$ cat config.mk
export PLATFORM = sky130hd
export DESIGN_NAME = mips_reg_dump
export DESIGN_NICKNAME = d
export VERILOG_FILES = /design/src/rtl/mips_reg_dump.sv
export SDC_FILE = /design/constraint.sdc
export NUM_CORES = 1
export LEC_CHECK = 0
export CORE_ASPECT_RATIO = 1.1
export CORE_UTILIZATION = 30
export CTS_CLUSTER_SIZE = 25
export DETAILED_ROUTE_END_ITERATION = 16
export MAX_ROUTING_LAYER = met4
export PLACE_DENSITY = 0.68
export RECOVER_POWER = 25
export SYNTH_ARGS = -nofsm -noshare
export SYNTH_HDL_FRONTEND = slang
export SYNTH_SLANG_ARGS = --single-unit
$ cat constraint.sdc
create_clock -name clk1 -period 1.75 [get_ports clk1]
set_clock_uncertainty 0.2 [all_clocks]
set_input_delay 0.525 -clock clk1 [delete_from_list [all_inputs] [get_ports clk1]]
set_output_delay 0.525 -clock clk1 [all_outputs]
set_load 0.005 [all_outputs]
$ cat src/rtl/mips_reg_dump.sv
// Post-halt GPR readback: walks a register range through the synchronous
// register-file read port and streams {index, data} beats over valid/ready.
module mips_reg_dump #(
    parameter int FIRST_REG = 0,
    parameter int NUM_REGS  = 32,
    parameter int DATA_W    = 32,
    parameter int ADDR_W    = 5
) (
    input  logic              clk1,
    input  logic              reset,
    input  logic              cpu_halted,
    input  logic              start,
    input  logic              abort,
    output logic              busy,
    output logic              done,
    output logic              rf_rd_en,
    output logic [ADDR_W-1:0] rf_rd_addr,
    input  logic [DATA_W-1:0] rf_rd_data,
    output logic              out_valid,
    input  logic              out_ready,
    output logic [ADDR_W-1:0] out_index,
    output logic [DATA_W-1:0] out_data,
    output logic              out_last
);

    typedef enum logic [2:0] {IDLE, READ, CAPT, SEND, DONE} state_t;

    localparam logic [ADDR_W-1:0] FIRST_IDX = ADDR_W'(FIRST_REG);
    localparam logic [ADDR_W-1:0] LAST_CNT  = ADDR_W'(NUM_REGS - 1);

    state_t            state;
    state_t            state_nxt;
    logic [ADDR_W-1:0] idx;
    logic [ADDR_W-1:0] count;
    logic              go;
    logic              handshake;
    logic              cancel;

    assign go        = start && cpu_halted && !abort;
    assign handshake = out_valid && out_ready;
    assign cancel    = abort && (state != IDLE);

    always_ff @(posedge clk1) begin
        if (reset) begin
            state <= IDLE;
        end else begin
            state <= state_nxt;
        end
    end

    always_comb begin
        state_nxt = state;
        case (state)
            IDLE:    if (go) state_nxt = READ;
            READ:    state_nxt = CAPT;
            CAPT:    state_nxt = SEND;
            SEND:    if (handshake) state_nxt = out_last ? DONE : READ;
            DONE:    state_nxt = IDLE;
            default: state_nxt = IDLE;
        endcase
        // Abort beats every other transition, including a completing handshake.
        if (cancel) state_nxt = IDLE;
    end

    always_comb begin
        busy       = (state != IDLE);
        done       = (state == DONE);
        rf_rd_en   = (state == READ);
        rf_rd_addr = (state == READ) ? idx : '0;
    end

    always_ff @(posedge clk1) begin
        if (reset) begin
            idx       <= '0;
            count     <= '0;
            out_valid <= 1'b0;
            out_index <= '0;
            out_data  <= '0;
            out_last  <= 1'b0;
        end else begin
            case (state)
                IDLE: begin
                    if (go) begin
                        idx   <= FIRST_IDX;
                        count <= '0;
                    end
                end
                CAPT: begin
                    out_data  <= rf_rd_data;
                    out_index <= idx;
                    out_last  <= (count == LAST_CNT);
                    out_valid <= 1'b1;
                end
                SEND: begin
                    if (handshake) begin
                        out_valid <= 1'b0;
                        if (!out_last) begin
                            idx   <= idx + 1'b1;
                            count <= count + 1'b1;
                        end
                    end
                end
                default: ;
            endcase
            if (cancel) begin
                out_valid <= 1'b0;
                out_last  <= 1'b0;
            end
        end
    end

endmodule

==> results.md, run 1 <==
- STA classifies the critical path endpoint as an output pin.
- The total of hold buffers inserted after clock tree synthesis is 0.
- The adder-cell share of the synthesized area is roughly 1.8%.
- The final-layout fill cell count is 618.
- The horizontal extent of the die is 82.3 um.
- The final routed wire length divided by cell count is 14.5 um.
- The clock buffer count from CTS is 5.
- The via count of the first global-routing pass came to ~2.1k.
- After clock tree synthesis, the clock-pin slew on the worst setup and hold paths is ~0.10 ns.
- The length in cells of the worst reg-to-reg path is 7.
- The post-route netlist has between 40% and 50% of its cells at a drive strength greater than 1.
- The worst setup path is of the flop to output pin kind.
- The count of buffers from port buffering is between 80 and 90.
- The analysis attributes to cell leakage a power of 1.66 nW.
- The checks that failed: setup timing.
- For the worst-skew pair, the clock arrives at the later sink with an insertion delay of approximately 0.3 ns.
- The pin count of the biggest net entering global routing is 39.
- The global route total overflow is 0.
- The area growth from synthesis to layout is 87.4%.
- Pin placement for this block handled 85 I/O pins.
- Before antenna repair, the detailed router went through 4 iterations.
- The total design power is 2.41 mW.
- For this block, the initial DRC count from the detailed router was 74.
- The slack of the worst reg-to-reg path is -0.09 ns.
- The number of cells in the design after placement is 430.
- The total length of routed wires is 6540 um.
- The run finished, with violations left.
- The finished layout holds 452 standard cells, fillers aside.
- After floorplanning, the core was sized to cover approximately 0.0067 sq mm.
- The most critical setup path has its startpoint at state[0].
- After detailed routing, the number of vias per cell comes to around 4.8.
- The synthesized area divided by synthesized cell count is around 8.5 sq um.
- Final hold analysis gives a worst-case slack of about 0.27 ns.
- The count of antenna-violating nets left after detailed routing is 0.
- The beginning of the worst register-to-register path is state[0].
- The initial antenna violation count is 0.
- The fraction of synthesized area in multiplexers is under 10%.
- The actual transition at the worst max-transition pin is 0.263 ns.
- The number of warning messages in the yosys log is 0.
- Max-cap violations in this run came to 0.
- For this block, the via count after detailed routing is between 2k and 2.5k.
- TritonCTS built the clock tree.
- The area fraction in compound gates after synthesis is between 10 and 15%.
- Dividing total power by cell area gives a power density of 603 mW/mm^2.
- In this run the tightest slew margin relative to its limit is slightly above 80%.
- The mapped netlist covers around 0.0021 sq mm.
- The number of antenna diodes in the final layout is 0.
- The number of sinks on the clock net is 52.
- The terminus of the critical flop-to-flop path is out_data[18].
- The number of buffers on the longest clock path is 2.
- The synthesized design devotes to its leading area cell type 48.9% of total area.
- After layout, the worst setup slack is -0.299 ns.
- The sequential element share of the synthesized area is 48.9%.
- The weighted congestion at the end of routability-driven global placement is 0.813.
- Prior to clock tree synthesis, the placed netlist has a worst setup slack of -0.400 ns.
- The prevailing post-synth register cell is sky130_fd_sc_hd__dfxtp_1.
- The half-perimeter wire length after placement is 4100 um.
- The floorplan step set the die height to roughly 90 um.
- Synthesis produced a netlist whose cell count is 251.
- The cell type with the highest aggregate area in the netlist is sky130_fd_sc_hd__dfxtp_1.
- Across every metal layer, demand over resource in global routing totals around 17%.
- The min-delay analysis places its worst path in the category flop to flop.
- The share of synthesized cell area in and, or, nand and nor gates is 27.2%.
- The die covers between 0.007 and 0.008 sq mm.
- The number of placement rows is 31.
- Based on the critical path, the design can be clocked at up to 488 MHz.
- By area, the combinational part of the netlist is dominated by simple AND/OR/NAND/NOR gates.
- Yosys mapped a number of flops with a built-in enable equal to 0.
- The share of async-settable or async-resettable flops after synthesis is 0%.
- The tree is rooted in a sky130_fd_sc_hd__clkbuf_8.
- In the routed design, unresolved DRC markers number 0.
- After layout, the minimum clock period comes to roughly 2 ns.
- The portion of the clock cycle consumed by the worst path in the final layout is 117%.
- The number of failing hold endpoints at the final stage is 0.
- In the final design database the tool counted a little over 400 nets.
- The number of nets in the synthesized netlist is a little under 300.
- The setup-violating endpoint count in the final report is 50.
- Of all nets on the critical path, the largest fanout is 4.
- The number of different library cells used by synthesis comes to 34.
- In this run the number of H-tree levels came out at 2.
- The count of pins over their slew limit is 0.
- At the worst endpoint, the required time is 1.02 ns.
- The worst setup path is launched from a flop.
- The register bit total from synthesis is between 50 and 60.
- In the post-synthesis netlist, the biggest area contributors are sky130_fd_sc_hd__dfxtp_1 (49%), sky130_fd_sc_hd__nand2_1 (15%), sky130_fd_sc_hd__a21oi_1 (9.4%).
- The initial utilization of the core area, before any placement, comes to a little under a third.
- The first-pass GRT wire length is between 9000 and 10000 um.
- STA puts the critical path data arrival time at between 1 and 1.5 ns.
- The worst vdd rail ir drop is about 0.29 mV.
- Setup repair after global routing could not meet its margin everywhere.
- The most critical setup path has its endpoint at rf_rd_addr[4].
- Summing the areas of all xor and xnor instances in the mapped netlist gives 0% of the synthesized area.
==> placed cells by master (no fill, tap or decap), drive strengths merged, types with 2 or more instances in the layout <==
| cell type | count |
|---|---|
| nand4 | 2 |
| o221ai | 3 |
| o211ai | 2 |
| mux2i | 5 |
| nor4 | 2 |
| nand2 | 83 |
| ha | 3 |
| clkdlybuf4s50 | 32 |
| and2 | 7 |
| nor3b | 2 |
| a21oi | 40 |
| dlygate4sd2 | 43 |
| nor2 | 2 |
| nand3b | 3 |
| dfxtp | 52 |
| nand2b | 3 |
| inv | 6 |
| clkbuf | 8 |
| nand3 | 7 |
| buf | 49 |
| and3 | 2 |
| clkinv | 2 |
| and4bb | 2 |
==> routing by layer <==
metal,routed length (um),vias up,GRT usage (%),part of all wire [%]
li1,-,1079,-,-
met1,2690,1019,19.2,41
met2,3460,57,30.6,53
met3,316,9,3.23,4.8
met4,77,0,4.39,1.2
met5,0,-,-,0
==> flip-flops by register name, indices dropped and copies added (netlist names) <==
register / count
out_valid: 1
out_last: 1
idx: 5
count: 5
state: 3
out_data: 32
out_index: 5
==> logic make-up (layout without fill, tap and decap cells) <==
kind of cell,count (synthesis),count (layout)
and+or+nand+nor,120,120
muxes,5,5
AOI/OAI and AO/OA,49,49
adders and majority gates,3,3
buffers and inverters,22,141
DFF,52,52
==> worst min-delay path by stage <==
stage                       from           end  cells past startpoint
global route        out_data[18]  out_data[18]                      2
floorplan               count[4]      count[4]                      2
finish              out_data[18]  out_data[18]                      2
detailed placement   out_data[2]   out_data[2]                      2
CTS                  out_data[2]   out_data[2]                      2
global placement    out_data[25]  out_data[25]                      2
==> repair_timing <==
action	4_1_cts	5_1_grt
gates resized for setup	129	123
cloned	2	1
pin swaps	11	81
buffers inserted	8	3
endpoints found under the setup margin	56	56
==> critical path: stages, from the launching register on <==
cell	delay [ns]
sky130_fd_sc_hd__dfxtp_2	0.35
sky130_fd_sc_hd__nor3b_2	0.15
sky130_fd_sc_hd__buf_4	0.15
sky130_fd_sc_hd__buf_6	0.12
sky130_fd_sc_hd__and2_4	0.15
sky130_fd_sc_hd__buf_6	0.10
==> stage by stage <==
step / area, sq um / setup TNS (ns) / util (%)
after floorplan: 2130 / 0 / -
after global routing: 3990 / -7.19 / 59.5
final: 3990 / -4.63 / 59.5
after detailed placement: 3230 / -10.69 / 48.1
after CTS: 3480 / -5.18 / 51.9
after global placement: 3230 / -8.69 / 48.1
==> Yosys cell counts (2+ instances only) <==
master / n
sky130_fd_sc_hd__and2_1: 7
sky130_fd_sc_hd__dfxtp_1: 52
sky130_fd_sc_hd__ha_1: 3
sky130_fd_sc_hd__nand3_1: 7
sky130_fd_sc_hd__mux2i_1: 5
sky130_fd_sc_hd__buf_4: 3
sky130_fd_sc_hd__inv_1: 6
sky130_fd_sc_hd__nand3b_1: 3
sky130_fd_sc_hd__and3_1: 2
sky130_fd_sc_hd__nand4_1: 2
sky130_fd_sc_hd__nand2_1: 83
sky130_fd_sc_hd__o221ai_2: 3
sky130_fd_sc_hd__a21oi_1: 40
sky130_fd_sc_hd__clkbuf_1: 8
sky130_fd_sc_hd__nand2b_1: 3
sky130_fd_sc_hd__o211ai_2: 2
sky130_fd_sc_hd__buf_2: 4
sky130_fd_sc_hd__nor2_1: 2
==> cell type report <==
class                      instances  area (sq um)  area share (%)
sequential                        52          1070            26.9
tap                               82           103            2.57
timing repair buffer             127          1240            31.1
inverter                           6          22.5           0.564
clock buffer                       6          82.6            2.07
clock inverter                     2          10.0           0.251
multi-input combinational        177          1460            36.5
==> power by group <==
part / internal, mW / leakage (nW) / switching, mW
combinational: 0.253 / 1.18 / 0.193
clock: 0.317 / 0.0510 / 0.393
sequential: 1.22 / 0.433 / 0.0298
Note: power is estimated with default switching activity, not from simulation.
==> run 2, diff against run 1 <==
Settings changed: GPL_ROUTABILITY_DRIVEN set to 0.
==> results of run 2 <==
Final layout, timing and power as in run 1 (identical DEF).
==> run 3, diff against run 2 <==
Settings changed: TNS_END_PERCENT set to 10.
Clock period 1.75 ns to 2.4 ns, I/O delays scaled along.
==> results.md, run 3 (synthesis results as in run 1) <==
- The run finished with clean final reports.
- The number of flip-flops under the largest register name is 32.
- The number of buffers on the longest clock path is 2.
- The total of hold buffers inserted after clock tree synthesis is 0.
- In the final layout, the share of cells above drive strength 1 is about a tenth.
- On the critical path, the stage with the largest delay is an instance of sky130_fd_sc_hd__or3_4.
- The maximum single-stage delay on the critical path is 0.37 ns.
- Setup violations remaining at the end of the flow were counted as 0.
- The total die area is 0.00744 sq mm.
- Global routing finished with a remaining overflow of 0.
- The kind of start point of the critical path is a flop.
- Sequential cells account for about 53% of the total power.
- The mean number of vias per cell is around 4.7.
- The total inserted antenna cells is 0.
- The worst path arrival time is about 1.4 ns.
- The clock period minus worst slack is 2.31 ns.
- For this configuration, the core starts out at a cell density of 31.7%.
- Summed over all layers, the routed wires come to around 5200 um.
- Buffers placed on the I/O ports in this run total between 80 and 90.
- The overall global routing resource usage is around 14%.
- The die is about 90 um tall.
- The detail route stage leaves a number of antenna-violating nets equal to 0.
- Internal power comes to between 1 and 1.5 mW.
- The worst setup path is of the flop to output pin kind.
- The analysis attributes to net switching a power of 371 uW.
- The number of sinks on the clock net is 52.
- In this run the worst hold path is classified as flop to flop.
- The count of vias placed by the detailed router is approximately 2k.
- The root buffer cell chosen for the clock tree is sky130_fd_sc_hd__clkbuf_8.
- For the worst setup path, the data required time is between 1 and 1.5 ns.
- The final layout net count is 384.
- The first-pass GRT wire length is between 8000 and 9000 um.
- The iteration count of the initial detailed-routing pass is 4.
- The tool flagged a number of max-cap violations equal to 0.
- STA classifies the critical path endpoint as an output pin.
- The half-perimeter wire length after placement is 3810 um.
- The floorplan core area is ~0.0067 sq mm.
- The H-tree was split into 2 levels.
- The DRC violations left is 0.
- The actual transition at the worst max-transition pin is 0.909 ns.
- The leakage power figure is roughly 1.2 nW.
- The floorplan has 31 rows.
- The number of failing hold endpoints at the final stage is 0.
- The area added between synthesis and finish is 50.9%.
- The initial antenna violation count is 0.
- Traced cell by cell, the critical path runs through buf_4 > or3_4 > clkdlybuf4s15_1.
- Clock-pin slew was measured on the worst setup and hold paths at 0.09 ns.
- The final-layout fill cell count is between 600 and 700.
- The via count of the first global-routing pass is around 1.9k.
- The pin count of the biggest net entering global routing is 27.
- The logic gate share of total power is about an eighth.
- The library cell used most frequently in the layout, excluding fill and tap cells, is sky130_fd_sc_hd__nand2_1.
- The detailed router finished its first iteration with between 50 and 60 violations.
- Dividing total power by cell area gives a power density of 525 mW/mm^2.
- The switching part of the total is 22.0%.
- The number of top-level pins is 85.
- The library cells used most frequently in the layout, excluding fill and tap cells, are sky130_fd_sc_hd__nand2_1 (83), sky130_fd_sc_hd__clkdlybuf4s50_1 (74), sky130_fd_sc_hd__dfxtp_1 (51).
- The clock buffer count from CTS is 5.
- The count of pins over their slew limit came to 0.
- The register with the most flip-flops is out_data.
- The total design power is ~1.7 mW.
- VDD sags by at most 0.307 mV.
- The horizontal extent of the die is approximately 82 um.
- At the later pin of the worst-skew pair, clock insertion delay measures ~0.3 ns.
- The peak clock frequency supported by timing is around 430 MHz.
- The headroom to the max-slew limit is about two fifths.
- In the final timing run, aggregate negative setup slack is 0 ns.
- The worst path uses between 90% and 100% of the clock period.
- The highest fanout seen on the critical path is 10.
- The final routed wire length divided by cell count is between 10 and 15 um.
- TritonCTS built the clock tree.
- In this run, the clock network consumes between 30% and 40% of the power.
- Setup repair after global routing left no endpoint under its margin.
## run 3: cell types whose count changed in the layout (fill, tap and decap cells not counted), moves of 15 or more
cell / change
sky130_fd_sc_hd__dlygate4sd2_1: -39
sky130_fd_sc_hd__clkdlybuf4s50_1: +42
sky130_fd_sc_hd__buf_4: -16
sky130_fd_sc_hd__nand2_4: -38
sky130_fd_sc_hd__nand2_1: +38
sky130_fd_sc_hd__a21oi_2: -38
sky130_fd_sc_hd__dfxtp_1: +26
sky130_fd_sc_hd__dfxtp_2: -26
sky130_fd_sc_hd__a21oi_1: +38
sky130_fd_sc_hd__buf_6: -15
## run 3: final timing paths
| check | start | endpoint | slack, ns | cells past startpoint |
|---|---|---|---|---|
| setup / recovery | state[1] | busy | 0.09 | 3 |
| hold / removal | out_data[4] | out_data[4] | 0.26 | 2 |
| setup reg to reg | state[2] | out_data[14] | 0.47 | 5 |
| hold reg to reg | out_data[4] | out_data[4] | 0.26 | 2 |
## run 3: metal layers
metal / wire length [um] / share of wire (%) / track usage, % / vias up
met2: 2430 / 47 / 23.7 / 59
met1: 2380 / 46 / 16.5 / 901
met3: 350 / 6.7 / 3.94 / 10
li1: - / - / - / 1021
met5: 0 / 0 / - / -
met4: 63 / 1.2 / 4.39 / 0
## run 3: layout make-up
cell class,count,area (sq um),share of cell area (%)
clock inverters,1,30.0,0.934
inverters,6,22.5,0.701
well taps,82,103,3.19
multi-input cells,177,996,31.0
repair buffers,101,952,29.6
flip-flops and latches,52,1040,32.4
clock buffers,5,68.8,2.14
## run 3: metrics by stage
| step | hold WS, ns | area [sq um] | cells | util (%) | worst slack, ns |
|---|---|---|---|---|---|
| 6_report | 0.257 | 3210 | 424 | 47.9 | 0.0866 |
| 5_1_grt | 0.274 | 3210 | 424 | 47.9 | 0.0238 |
| 4_1_cts | 0.260 | 3210 | 423 | 47.9 | 0.00161 |
| 3_5_place_dp | 0.247 | 3120 | 417 | 46.4 | 0.0522 |
| 3_3_place_gp | 0.241 | 3120 | 417 | 46.4 | 0.0818 |
| 2_1_floorplan | 0.242 | 2130 | 251 | - | 0.449 |
## run 3: power by group through the flow
stage | registers, mW | logic (mW) | clock network, mW
2_1_floorplan | 0.920 | 0.0834 | 0
3_3_place_gp | 0.916 | 0.225 | 0
3_5_place_dp | 0.917 | 0.226 | 0
4_1_cts | 0.898 | 0.227 | 0.592
5_1_grt | 0.901 | 0.242 | 0.623
6_report | 0.897 | 0.222 | 0.569
## run 3: critical path, delay by kind of cell (launching register included)
kind                   cells  cell delay, ns
buffers and inverters      2            0.40
flip-flops                 1            0.33
AND/OR/NAND/NOR            1            0.37
## run 3: timing repair
action | 4_1_cts | 5_1_grt
buffers inserted | 0 | 1
pin swaps | 1 | 1
hold endpoints to repair | 0 | 0
setup endpoints to repair | 8 | 2
gates resized for setup | 10 | 4
